$ cat src/rtl/mem_arbiter.sv
// mem_arbiter: two-requester, single-port memory arbiter.
// Serialises instruction-fetch (I) and data (D) requests onto one downstream
// bus with one transaction outstanding at a time. D has priority, but after
// STARVE_MAX consecutive D grants with I waiting, I is forced through.
// A pipeline flush marks an in-flight fetch so its response is swallowed;
// the bus transaction itself is always allowed to complete.
//
// Ports:
//   clk, rst              clock, asynchronous active-low reset
//   i_req_valid_i/i_addr_i/i_flush_i    fetch request side
//   i_ready_o/i_data_valid_o/i_data_o   fetch accept pulse and response
//   d_req_valid_i/d_addr_i/d_wen_i/d_wdata_i/d_wlen_i  data request side
//   d_ready_o/d_data_valid_o/d_data_o   data accept pulse and response
//   mem_req_valid_o/mem_addr_o/mem_wen_o/mem_wdata_o/mem_wlen_o  downstream request
//   mem_ready_i/mem_rvalid_i/mem_rdata_i  downstream handshake and response
//   busy_o                a transaction is in progress
module mem_arbiter #(
  parameter int ADDR_W     = 32,
  parameter int DATA_W     = 64,
  parameter int STARVE_MAX = 4
) (
  input  logic              clk,
  input  logic              rst,
  input  logic              i_req_valid_i,
  input  logic [ADDR_W-1:0] i_addr_i,
  input  logic              i_flush_i,
  output logic              i_ready_o,
  output logic              i_data_valid_o,
  output logic [DATA_W-1:0] i_data_o,
  input  logic              d_req_valid_i,
  input  logic [ADDR_W-1:0] d_addr_i,
  input  logic              d_wen_i,
  input  logic [DATA_W-1:0] d_wdata_i,
  input  logic [1:0]        d_wlen_i,
  output logic              d_ready_o,
  output logic              d_data_valid_o,
  output logic [DATA_W-1:0] d_data_o,
  output logic              mem_req_valid_o,
  output logic [ADDR_W-1:0] mem_addr_o,
  output logic              mem_wen_o,
  output logic [DATA_W-1:0] mem_wdata_o,
  output logic [1:0]        mem_wlen_o,
  input  logic              mem_ready_i,
  input  logic              mem_rvalid_i,
  input  logic [DATA_W-1:0] mem_rdata_i,
  output logic              busy_o
);

  localparam int SW = $clog2(STARVE_MAX + 1);
  localparam logic [SW-1:0] STARVE_TOP = SW'(STARVE_MAX);

  typedef enum logic [1:0] {
    ST_IDLE  = 2'd0,
    ST_ISSUE = 2'd1,
    ST_RESP  = 2'd2
  } state_t;

  state_t        r_state;
  logic          r_owner_d;   // 1 = current transaction belongs to D
  logic          r_drop;      // swallow the response of the current fetch
  logic [SW-1:0] r_starve;    // consecutive D grants while I was waiting

  logic w_starved;
  logic w_grant_d;
  logic w_grant_i;
  logic w_flush_owned;

  // Grant decision for the IDLE state and flush qualification.
  always_comb begin
    w_starved     = i_req_valid_i && (r_starve == STARVE_TOP);
    w_grant_d     = d_req_valid_i && !w_starved;
    w_grant_i     = i_req_valid_i && !w_grant_d;
    w_flush_owned = i_flush_i && !r_owner_d;
  end

  assign busy_o = (r_state != ST_IDLE);

  // Arbiter FSM with registered outputs.
  always_ff @(posedge clk or negedge rst) begin
    if (!rst) begin
      r_state         <= ST_IDLE;
      r_owner_d       <= 1'b0;
      r_drop          <= 1'b0;
      r_starve        <= '0;
      i_ready_o       <= 1'b0;
      i_data_valid_o  <= 1'b0;
      i_data_o        <= '0;
      d_ready_o       <= 1'b0;
      d_data_valid_o  <= 1'b0;
      d_data_o        <= '0;
      mem_req_valid_o <= 1'b0;
      mem_addr_o      <= '0;
      mem_wen_o       <= 1'b0;
      mem_wdata_o     <= '0;
      mem_wlen_o      <= 2'd0;
    end else begin
      // Handshake and response strobes are single-cycle pulses.
      i_ready_o      <= 1'b0;
      d_ready_o      <= 1'b0;
      i_data_valid_o <= 1'b0;
      d_data_valid_o <= 1'b0;
      case (r_state)
        ST_IDLE: begin
          if (w_grant_d) begin
            mem_addr_o      <= d_addr_i;
            mem_wen_o       <= d_wen_i;
            mem_wdata_o     <= d_wdata_i;
            mem_wlen_o      <= d_wlen_i;
            mem_req_valid_o <= 1'b1;
            d_ready_o       <= 1'b1;
            r_owner_d       <= 1'b1;
            r_drop          <= 1'b0;
            r_state         <= ST_ISSUE;
          end else if (w_grant_i) begin
            // Fetches are always full-word loads.
            mem_addr_o      <= i_addr_i;
            mem_wen_o       <= 1'b0;
            mem_wdata_o     <= '0;
            mem_wlen_o      <= 2'd2;
            mem_req_valid_o <= 1'b1;
            i_ready_o       <= 1'b1;
            r_owner_d       <= 1'b0;
            r_drop          <= i_flush_i;
            r_state         <= ST_ISSUE;
          end else begin
            r_state <= ST_IDLE;
          end
          // Counter only tracks D wins over a waiting I; saturates at the top.
          if (!i_req_valid_i || w_grant_i) begin
            r_starve <= '0;
          end else if (w_grant_d && (r_starve != STARVE_TOP)) begin
            r_starve <= r_starve + SW'(1);
          end else begin
            r_starve <= r_starve;
          end
        end
        ST_ISSUE: begin
          if (w_flush_owned) begin
            r_drop <= 1'b1;
          end
          if (mem_ready_i) begin
            mem_req_valid_o <= 1'b0;
            r_state         <= ST_RESP;
          end
        end
        ST_RESP: begin
          if (mem_rvalid_i) begin
            // A flush arriving with the response still discards it.
            if (r_owner_d) begin
              d_data_o       <= mem_wen_o ? '0 : mem_rdata_i;
              d_data_valid_o <= 1'b1;
            end else if (!(r_drop || i_flush_i)) begin
              i_data_o       <= mem_rdata_i;
              i_data_valid_o <= 1'b1;
            end
            r_state <= ST_IDLE;
          end else if (w_flush_owned) begin
            r_drop <= 1'b1;
          end
        end
        default: begin
          mem_req_valid_o <= 1'b0;
          r_state         <= ST_IDLE;
        end
      endcase
    end
  end

endmodule

$ cat config.mk
export PLATFORM = sky130hd
export DESIGN_NAME = mem_arbiter
export DESIGN_NICKNAME = d
export VERILOG_FILES = /design/src/rtl/mem_arbiter.sv
export SDC_FILE = /design/constraint.sdc
export NUM_CORES = 1
export LEC_CHECK = 0
export CORE_MARGIN = 8
export CORE_UTILIZATION = 42
export CTS_CLUSTER_DIAMETER = 200
export DETAILED_ROUTE_END_ITERATION = 8
export PLACE_DENSITY = 0.83
export REMOVE_ABC_BUFFERS = 1
export SYNTH_ARGS = -nofsm -noshare
export SYNTH_HDL_FRONTEND = slang
export SYNTH_SLANG_ARGS = --single-unit
$ cat constraint.sdc
create_clock -name clk -period 2 [get_ports clk]
set_input_delay 0.5 -clock clk [delete_from_list [all_inputs] [get_ports clk]]
set_output_delay 0.5 -clock clk [all_outputs]
set_load 0.05 [all_outputs]
==> impl_metrics.py <==
metrics = {
    "status": {
        "status": "finished clean",
    },
    "critical_path": {
        "cp-start-kind": "register",
        "cp-end-kind": "output port",
        "cp_cell_sequence": "inv_2 > ha_4 > inv_2 > buf_6",
        "crit_type": "reg2out",
        "crit_buf_inv": 3,
        "arrival_ns": 1.43,
        "slowest_stage": "dfrtp_1",
        "cp_top_family": "flip-flops",
        "cp.required_ns": 1.50,
        "crit_fanout": 4,
        "crit_top_cell": "inv_2",
        "critPathMaxStageDelay_ns": 0.41,
    },
    "clock_network": {
        "path_clk_slew_ns": 0.06,
        "cts_root_buf": "clkbuf_16",
        "insertion_delay_ns": 0.53,
        "cts_tree": "built",
        "numCtsBuffers": 25,
        "cts_max_level": 1,
        "cts_sinks": 239,
        "clk_path_buf_depth": 3,
    },
    "routing": {
        "viasPerCell": 5.229,
        "vias": 8084,
        "post_drt_wl_per_cell_um": 21.46,
        "drc": 0,
        "dr.pass1.iters": 5,
        "wl_um": 33170,
        "drtIter0Drc": 711,
        "ant_nets": 0,
    },
    "synth": {
        "netlist_instances": 804,
        "synth_largest_area_cell": "dfrtp_1",
        "synth_top_cell_area_share": 0.6210,
        "ys_types": 38,
        "synth_seq_cells": 239,
        "ys_warn_count": 0,
        "synth_area_per_cell_um2": 11.98,
        "synthesis.area_um2": 9630,
        "seq_area_frac_synth": 0.6210,
        "synthTopCellsByArea": "dfrtp_1 62%, a22o_1 6.0%, mux2_1 5.7%",
    },
    "timing": {
        "rsz0062_at_grt": "no",
        "hold_viol_final": 0,
        "finalSetupViolCount": 0,
        "fin_crit_sh": 0.9632,
        "skew_ns": 0.02342,
        "maxSlewHeadroom": 0.6660,
        "tightest_slew_ns": 0.5030,
        "layout_setup_ws_ns": 0.07365,
        "fmax_mhz": 519.1,
        "whs_ns": 0.4773,
        "fin_crit_ns": 1.926,
        "slew_violations": 0,
    },
    "global_route": {
        "grt_pass1_vias": 8485,
        "grt_max_degree": 76,
        "track_usage": 0.2300,
        "antenna_found_initial": 0,
        "overflow": 0,
        "grt_pass1_wl_um": 51140,
    },
    "cells_and_area": {
        "drive_above_1_share": 0.2641,
        "stdcell_area_um2": 14830,
        "final_cell_mix": "249 x buf_4, 239 x dfrtp_1, 200 x clkdlybuf4s50_1, 133 x nand2_1, 66 x a22o_1",
        "fill_cells": 1683,
        "fin_nets": 1451,
        "antenna_cells": 0,
        "final_core_util": 0.6572,
        "syn_to_final_growth_pct": 54.02,
        "final_common_cell": "buf_4",
    },
    "floorplanning": {
        "dieArea_um2": 28030,
        "die_h_um": 167.4,
        "boundaryPins": 435,
        "row_count": 55,
        "start_util": 0.4267,
        "fp.dieW_um": 167.4,
        "core_area_um2": 22570,
    },
    "place": {
        "place_worst_setup_slack_ns": -0.07341,
        "io_buffer_count": 434,
        "dpl.hpwl_um": 25200,
        "placed_area_um2": 13920,
        "gpl.final_weighted_congestion": 0.8189,
    },
    "power_and_ir_drop": {
        "ir_drop_mv": 1.306,
        "power_mw": 30.40,
        "power.density_nw_per_um2": 2049,
        "leakagePower_nw": 7.160,
    },
    "job": {
        "drv_cap": 0,
    },
    "worst_hold_path": {
        "hold_class": "in2async",
    },
}
per-layer routing:
| metal | up-vias | GRT usage | routed length [um] |
|---|---|---|---|
| li1 | 3697 | - | - |
| met1 | 3935 | 0.2538 | 12060 |
| met2 | 383 | 0.3949 | 16360 |
| met3 | 69 | 0.08723 | 3410 |
| met4 | 0 | 0.09200 | 1341 |
| met5 | - | 0 | 0 |
stage by stage:
| stage | std cells | setup TNS (ns) |
|---|---|---|
| floorplan | 739 | -268.37 |
| global placement | 1498 | -1.754 |
| global route | 1546 | 0 |
| CTS | 1545 | -0.03034 |
| finish | 1546 | 0 |
| detailed placement | 1498 | -2.724 |
logic make-up after synthesis:
kind of cell	synth area share
fa+ha+maj	0.009094
mux	0.07925
buf+inv	0.03937
flops	0.6210
compound gates	0.1281
simple gates	0.1232
worst register-to-register path, cell delays in order (launching register included):
cell,delay [ns]
dfrtp_1,0.42
inv_2,0.11
ha_1,0.36
nand3_4,0.18
buf_12,0.22
mux2_1,0.33
power by group:
group | internal (mW) | leakage (nW) | switching (mW)
sequential | 7.09 | 3.05 | 1.37
combinational | 5.26 | 3.67 | 11.7
clock | 3.02 | 0.436 | 1.94
path summary, 6_finish.rpt:
check,from,end,slack (ns),cells after the start
max in group asynchronous,rst,d_data_o[38],0.91,3
setup / recovery,r_state[0],busy_o,0.07,4
min in group clk,d_data_o[4],d_data_o[4],0.48,2
hold / removal,rst,mem_addr_o[13],0.48,2
setup reg to reg,r_state[0],i_data_o[26],0.25,5
hold reg to reg,d_data_o[4],d_data_o[4],0.48,2
Yosys cell counts, drive strengths merged:
cell type and count:
inv 9, o22a 1, o211ai 32, nand3b 1
a22o 66, mux2i 2, clkbuf 31, a21boi 1
o22ai 1, o2bb2ai 1, mux2 66, dfrtp 239
a211o 1, ha 7, nand2b 64, nand4 33
nand2 133, nand3 5, o32a 1, a32o 1
nor2 2, and2 1, nor3 2, buf 34
a21o 1, o21ai 65, o21a 1, nor2b 1
a21oi 2
area by class of cell:
| cell class | count | area (um2) | share of cell area |
|---|---|---|---|
| flip-flops and latches | 239 | 5981 | 0.4032 |
| inverters | 9 | 33.78 | 0.002278 |
| clock buffers | 34 | 709.4 | 0.04783 |
| clock inverters | 12 | 183.9 | 0.01240 |
| repair buffers | 476 | 4253 | 0.2867 |
| well taps | 285 | 356.6 | 0.02404 |
| multi-input cells | 491 | 3316 | 0.2235 |
flip-flops by register name (all words and copies together), names as in the netlist:
register / flops
r_owner_d: 1
r_drop: 1
d_ready_o: 1
i_data_o: 64
mem_req_valid_o: 1
i_data_valid_o: 1
mem_wdata_o: 64
mem_wen_o: 1
i_ready_o: 1
r_starve: 3
d_data_o: 64
mem_wlen_o: 2
d_data_valid_o: 1
mem_addr_o: 32
r_state: 2
repair_timing:
item / CTS / global route
gates resized for setup: 18 / 0
buffers inserted: 0 / 1
pin swaps: 1 / 1
hold buffers: 1 / 0
endpoints found under the hold margin: 39 / 0
setup endpoints to repair: 13 / 1
Power figures use the tool's default switching activity.
